--- src/rtl/hilo_div_ctrl_if.sv ---
// Bundle of the request handshake, divider sequencing lines and HI/LO results
// exchanged between a requester and hilo_div_ctrl.
interface hilo_div_ctrl_if;
   // Handshake: a request transfers on a rising edge where req_valid and
   // req_ready are both high; req_ready depends only on controller state.
   logic        req_valid;
   logic        req_ready;
   logic [31:0] dividend;
   logic [31:0] divisor;
   logic [5:0]  div_signal;
   logic        div_reset;
   logic [31:0] div_dividend;
   logic [31:0] div_divisor;
   logic [63:0] div_dataout;
   logic [31:0] hi;
   logic [31:0] lo;
   logic        done;
   logic        dz;

   modport master (
      output req_valid, dividend, divisor, div_dataout,
      input  req_ready, div_signal, div_reset, div_dividend, div_divisor,
             hi, lo, done, dz
   );

   modport slave (
      input  req_valid, dividend, divisor, div_dataout,
      output req_ready, div_signal, div_reset, div_dividend, div_divisor,
             hi, lo, done, dz
   );
endinterface

--- src/rtl/hilo_div_ctrl.sv ---
// Sequences an iterative unsigned divider (clear, ITER iterate cycles, publish)
// and captures quotient/remainder into LO/HI; divide-by-zero is short-circuited.
module hilo_div_ctrl #(
   parameter logic [5:0] DIVU = 6'b011011,
   parameter logic [5:0] OUT  = 6'b111111,
   parameter logic [5:0] NOP  = 6'b000000,
   parameter int         ITER = 32
) (
   input  logic            clk,
   input  logic            reset,
   hilo_div_ctrl_if.slave  bus,
   output logic [2:0]      dbg_state_o
);

   localparam logic [2:0] S_IDLE = 3'd0;
   localparam logic [2:0] S_CLR  = 3'd1;
   localparam logic [2:0] S_RUN  = 3'd2;
   localparam logic [2:0] S_OUTC = 3'd3;
   localparam logic [2:0] S_CAPT = 3'd4;
   localparam logic [2:0] S_DZ   = 3'd5;

   localparam logic [5:0] LAST = 6'(ITER - 1);

   logic [2:0]  state_q, state_d;
   logic [5:0]  cnt_q, cnt_d;
   logic [31:0] dvd_q, dvd_d;
   logic [31:0] dvs_q, dvs_d;
   logic [31:0] hi_q, hi_d;
   logic [31:0] lo_q, lo_d;
   logic        done_q, done_d;
   logic        dz_q, dz_d;
   logic [5:0]  sig_q, sig_d;
   logic        drst_q, drst_d;
   logic        ready_q, ready_d;

   always_comb begin
      state_d = state_q;
      cnt_d   = cnt_q;
      dvd_d   = dvd_q;
      dvs_d   = dvs_q;
      hi_d    = hi_q;
      lo_d    = lo_q;
      done_d  = 1'b0;
      dz_d    = dz_q;
      case (state_q)
         S_IDLE: begin
            if (bus.req_valid && ready_q) begin
               dvd_d   = bus.dividend;
               dvs_d   = bus.divisor;
               state_d = (bus.divisor == 32'd0) ? S_DZ : S_CLR;
            end
         end
         S_CLR: begin
            cnt_d   = 6'd0;
            state_d = S_RUN;
         end
         S_RUN: begin
            if (cnt_q == LAST) begin
               cnt_d   = 6'd0;
               state_d = S_OUTC;
            end else begin
               cnt_d = cnt_q + 6'd1;
            end
         end
         S_OUTC: state_d = S_CAPT;
         S_CAPT: begin
            lo_d    = bus.div_dataout[63:32];
            hi_d    = bus.div_dataout[31:0];
            done_d  = 1'b1;
            dz_d    = 1'b0;
            state_d = S_IDLE;
         end
         S_DZ: begin
            hi_d    = dvd_q;
            lo_d    = 32'hFFFF_FFFF;
            done_d  = 1'b1;
            dz_d    = 1'b1;
            state_d = S_IDLE;
         end
         default: state_d = S_IDLE;
      endcase
   end

   // Divider controls are decoded from the next state so they stay registered
   // yet line up with the state they belong to.
   always_comb begin
      sig_d   = NOP;
      if (state_d == S_RUN)  sig_d = DIVU;
      if (state_d == S_OUTC) sig_d = OUT;
      drst_d  = (state_d == S_IDLE) || (state_d == S_CLR) || (state_d == S_DZ);
      ready_d = (state_d == S_IDLE);
   end

   always_ff @(posedge clk or negedge reset) begin
      if (!reset) begin
         state_q <= S_IDLE;
         cnt_q   <= 6'd0;
         dvd_q   <= 32'd0;
         dvs_q   <= 32'd0;
         hi_q    <= 32'd0;
         lo_q    <= 32'd0;
         done_q  <= 1'b0;
         dz_q    <= 1'b0;
         sig_q   <= NOP;
         drst_q  <= 1'b1;
         ready_q <= 1'b1;
      end else begin
         state_q <= state_d;
         cnt_q   <= cnt_d;
         dvd_q   <= dvd_d;
         dvs_q   <= dvs_d;
         hi_q    <= hi_d;
         lo_q    <= lo_d;
         done_q  <= done_d;
         dz_q    <= dz_d;
         sig_q   <= sig_d;
         drst_q  <= drst_d;
         ready_q <= ready_d;
      end
   end

   assign bus.req_ready    = ready_q;
   assign bus.div_signal   = sig_q;
   assign bus.div_reset    = drst_q;
   assign bus.div_dividend = dvd_q;
   assign bus.div_divisor  = dvs_q;
   assign bus.hi           = hi_q;
   assign bus.lo           = lo_q;
   assign bus.done         = done_q;
   assign bus.dz           = dz_q;
   assign dbg_state_o      = state_q;

endmodule

--- src/flat_wrapper.sv ---
// flat-port wrapper written by rule: the top's interface ports become plain ports
module hilo_div_ctrl_flat 
#(
   parameter logic [5:0] DIVU = 6'b011011,
   parameter logic [5:0] OUT  = 6'b111111,
   parameter logic [5:0] NOP  = 6'b000000,
   parameter int         ITER = 32
)
  (clk, reset, dbg_state_o, bus_req_valid, bus_dividend, bus_divisor, bus_div_dataout, bus_req_ready, bus_div_signal, bus_div_reset, bus_div_dividend, bus_div_divisor, bus_hi, bus_lo, bus_done, bus_dz);
  hilo_div_ctrl_if bus_i ();
  input  logic clk;
  input  logic reset;
  output logic [2:0] dbg_state_o;
  input wire logic [$bits(bus_i.req_valid)-1:0] bus_req_valid;
  input wire logic [$bits(bus_i.dividend)-1:0] bus_dividend;
  input wire logic [$bits(bus_i.divisor)-1:0] bus_divisor;
  input wire logic [$bits(bus_i.div_dataout)-1:0] bus_div_dataout;
  output wire logic [$bits(bus_i.req_ready)-1:0] bus_req_ready;
  output wire logic [$bits(bus_i.div_signal)-1:0] bus_div_signal;
  output wire logic [$bits(bus_i.div_reset)-1:0] bus_div_reset;
  output wire logic [$bits(bus_i.div_dividend)-1:0] bus_div_dividend;
  output wire logic [$bits(bus_i.div_divisor)-1:0] bus_div_divisor;
  output wire logic [$bits(bus_i.hi)-1:0] bus_hi;
  output wire logic [$bits(bus_i.lo)-1:0] bus_lo;
  output wire logic [$bits(bus_i.done)-1:0] bus_done;
  output wire logic [$bits(bus_i.dz)-1:0] bus_dz;
  assign bus_i.req_valid = bus_req_valid;
  assign bus_i.dividend = bus_dividend;
  assign bus_i.divisor = bus_divisor;
  assign bus_i.div_dataout = bus_div_dataout;
  assign bus_req_ready = bus_i.req_ready;
  assign bus_div_signal = bus_i.div_signal;
  assign bus_div_reset = bus_i.div_reset;
  assign bus_div_dividend = bus_i.div_dividend;
  assign bus_div_divisor = bus_i.div_divisor;
  assign bus_hi = bus_i.hi;
  assign bus_lo = bus_i.lo;
  assign bus_done = bus_i.done;
  assign bus_dz = bus_i.dz;
  hilo_div_ctrl #(.DIVU(DIVU), .OUT(OUT), .NOP(NOP), .ITER(ITER)) u_core (.clk(clk), .reset(reset), .bus(bus_i), .dbg_state_o(dbg_state_o));
endmodule
--- config.mk ---
export PLATFORM = sky130hd
export DESIGN_NAME = hilo_div_ctrl_flat
export DESIGN_NICKNAME = d
export VERILOG_FILES = /design/src/rtl/hilo_div_ctrl_if.sv /design/src/rtl/hilo_div_ctrl.sv /design/src/flat_wrapper.sv
export SDC_FILE = /design/constraint.sdc
export NUM_CORES = 1
export LEC_CHECK = 0
export BUFFER_PORTS_ARGS = -buffer_cell sky130_fd_sc_hd__buf_4
export CAP_MARGIN = 0
export CELL_PAD_IN_SITES_DETAIL_PLACEMENT = 1
export CELL_PAD_IN_SITES_GLOBAL_PLACEMENT = 2
export CORE_MARGIN = 2
export CORE_UTILIZATION = 30
export CTS_CLUSTER_SIZE = 16
export DETAILED_ROUTE_END_ITERATION = 10
export GPL_TIMING_DRIVEN = 0
export PLACE_DENSITY = 0.89
export SYNTH_ARGS = -nofsm -noshare
export SYNTH_HDL_FRONTEND = slang
export SYNTH_SLANG_ARGS = --single-unit
--- constraint.sdc ---
create_clock -name clk -period 3.4 [get_ports clk]
set_input_delay 0.68 -clock clk [delete_from_list [all_inputs] [get_ports clk]]
set_output_delay 0.68 -clock clk [all_outputs]
set_load 0.02 [all_outputs]
==> results.py <==
metrics = {
    "timing": {
        "fin_ws_ns": 1.31,
        "timing.hold.ws_ns": 0.271,
        "worst_pin_slew_ns": 0.776,
        "fin_crit_sh_pct": 61.6,
        "rsz0062_at_grt": "no",
        "skew_ns": 0.0132,
        "fin_setup_tns_ns": 0,
        "relSlewSlack_pct": 48.3,
        "fmax_ghz": 0.478,
        "setup_viol": 0,
        "final_max_slew_viol_count": 0,
        "min_period_ns": 2.09,
        "hold_viol": 0,
    },
    "critical_path": {
        "crit_cells": 5,
        "cp_common_cell": "buf_2",
        "reg2regPathDepth": 5,
        "r2r-start": "u_core.dbg_state_o[0]",
        "cpMaxStageDelayCell": "nor4_2",
        "cp.required_ns": 3.69,
        "cp_top_family": "buffers and inverters",
        "endpoint_kind": "register",
        "worstPathMaxFanout": 10,
        "crit_buf_inv": 3,
        "cp-start-kind": "register",
        "arrival_ns": 2.38,
        "startpoint": "u_core.dbg_state_o[0]",
        "critPathMaxStageDelay_ns": 0.41,
        "critPathKind": "register to register",
        "cp_cell_sequence": "buf_2, nor4_2, buf_2, buf_4, mux2_1",
    },
    "global_route": {
        "grt_usage_pct": 18.1,
        "grt_first_pass_wirelength_um": 28300,
        "grt_overflow": 0,
        "grt_max_degree": 74,
        "antenna_found_initial": 0,
        "grt_pass1_vias": 5312,
    },
    "layout": {
        "area_growth_pct": 52.8,
        "instances_no_fill": 1051,
        "seq_area_um2": 3580,
        "fill_cells": 2057,
        "insertedDiodeCount": 0,
        "finalCoreUtilization_pct": 47.0,
        "finalInstanceArea_um2": 8850,
        "drive_above_1_share_pct": 41.7,
        "nNetsFinal": 911,
        "multi_input_area_um2": 2030,
    },
    "logic_synthesis": {
        "synth.top_cell.area_share_pct": 60.9,
        "yosysSeqAreaShare_pct": 61.8,
        "synthMostInstantiatedCell": "dfrtp_1",
        "synthesis.area_um2": 5790,
        "synth.avg_cell_area_um2": 11.9,
        "synth_nets": 620,
        "async_flop_share_pct": 100,
        "synthFlopType": "dfrtp_1",
        "yosys.area.top_type": "dfrtp_1",
        "synth_cell_type_count": 31,
        "netlist_instances": 488,
        "synthTopCellsByArea": "dfrtp_1, mux2_1, o21ai_0, mux2i_1, nand2_1",
        "synth_edf_count": 0,
        "ys_seq_elements": 143,
        "yosysWarnings": 0,
        "synth_common_cells": "dfrtp_1, nand2_1, o21ai_0, mux2_1, nor2_1",
    },
    "routing": {
        "wl_um": 18500,
        "post_drt_via_cell_ratio": 4.58,
        "vias": 4817,
        "drc_errors": 0,
        "drtIter0Drc": 68,
        "drtAntennaViolNets": 0,
        "drt-pass1-iter-count": 4,
        "wl_per_cell_um": 17.6,
    },
    "flow_run": {
        "maxCapViolations": 0,
    },
    "clocking": {
        "h-tree-depth": 4,
        "cts_hold_buf": 0,
        "cts_made_buffers": 17,
        "tritoncts": "done",
        "cts.reportedPaths.clkPinSlew_ns": 0.06,
        "cts_resized": 0,
        "clkSinkCount": 143,
        "cts_buffer_depth": 2,
        "clkLatencyLatePin_ns": 0.41,
        "cts_root_buf": "clkbuf_16",
        "cts_setup_buffers": 0,
    },
    "placement": {
        "dp.cells": 1020,
        "dp_hpwl_um": 14500,
        "portBuffers": 271,
        "placed_area_um2": 8180,
        "dpl_worst_slack_ns": 1.09,
        "place_congestion": 0.777,
    },
    "run_status": {
        "status": "finished, final reports clean",
    },
    "floorplan": {
        "core-area_um2": 18800,
        "chipWidth_um": 143,
        "rows": 50,
        "ioPinCount": 272,
        "die_h_um": 143,
        "die_area_um2": 20400,
        "initial_core_util_pct": 30.8,
    },
    "power": {
        "power.leakage_nw": 4.31,
        "p_per_area_nw_per_um2": 1050,
        "power_mw": 9.28,
        "peakVddDrop_mv": 0.392,
    },
    "min_path": {
        "hold_class": "input port to async pin",
    },
}
[area by class of cell]
type	count	share of cell area [%]
Sequential cell	143	40.5
Buffer	33	1.81
Clock buffer	23	5.52
Multi-Input combinational cell	307	23.0
Clock inverter	8	1.99
Inverter	5	0.212
Timing Repair Buffer	272	23.3
Tap cell	260	3.68
[layer usage]
layer | vias up | routed length (µm) | track usage, % | share of wire [%]
li1 | 2248 | - | - | -
met1 | 2370 | 7170 | 20.3 | 39
met2 | 174 | 9600 | 32.3 | 52
met3 | 25 | 1300 | 5.73 | 7.0
met4 | 0 | 437 | 6.31 | 2.4
met5 | - | 0 | 0 | 0
[kinds of logic (layout without fill, tap and decap cells)]
group | Yosys count | in the layout | share of synthesized area [%]
mux | 96 | 96 | 18.0
compound gates | 77 | 77 | 6.93
buf+inv | 38 | 341 | 3.09
flops | 143 | 143 | 61.8
xor+xnor | 2 | 2 | 0.302
simple gates | 131 | 131 | 9.66
fa+ha+maj | 1 | 1 | 0.216
[sequential cells by signal (all words and copies together), names as in the netlist, 2 cells and up]
name / flops
u_core.bus.div_dividend: 32
u_core.bus.div_divisor: 32
u_core.bus.hi: 32
u_core.bus.lo: 32
u_core.cnt_q: 6
u_core.dbg_state_o: 3
u_core.bus.div_signal: 2
[cell usage in the layout (no fill, tap or decap), drive strengths merged, types with 2 or more instances in the layout]
cell / synthesis / final
nand2: 75 / 75
bufinv: 0 / 5
nand2b: 2 / 2
clkbuf: 18 / 41
dfstp: 2 / 2
nand3: 2 / 2
nor2: 34 / 34
clkinv: 0 / 2
mux2: 64 / 64
mux2i: 32 / 32
buf: 15 / 287
o211ai: 2 / 2
dfrtp: 141 / 141
nand4: 3 / 3
xor2: 2 / 2
o21ai: 73 / 73
inv: 5 / 6
nor4: 9 / 9
[report_power, final]
group	total, mW	leakage (nW)	internal [mW]	switching [mW]
clock network	2.09	0.324	1.38	0.708
registers	3.12	1.71	2.56	0.553
logic	4.07	2.28	1.78	2.29
total	9.28	4.31	5.73	3.55
[final timing paths]
check / slack [ns] / endpoint
max in group asynchronous: 2.31 / u_core.bus.div_dividend[16]
min in group clk: 0.48 / u_core.bus.div_divisor[11]
setup / recovery: 1.31 / u_core.bus.div_dividend[28]
hold / removal: 0.27 / u_core.bus.lo[23]
setup reg to reg: 1.31 / u_core.bus.div_dividend[28]
hold reg to reg: 0.48 / u_core.bus.div_divisor[11]
Note: power is estimated with default switching activity, not from simulation.
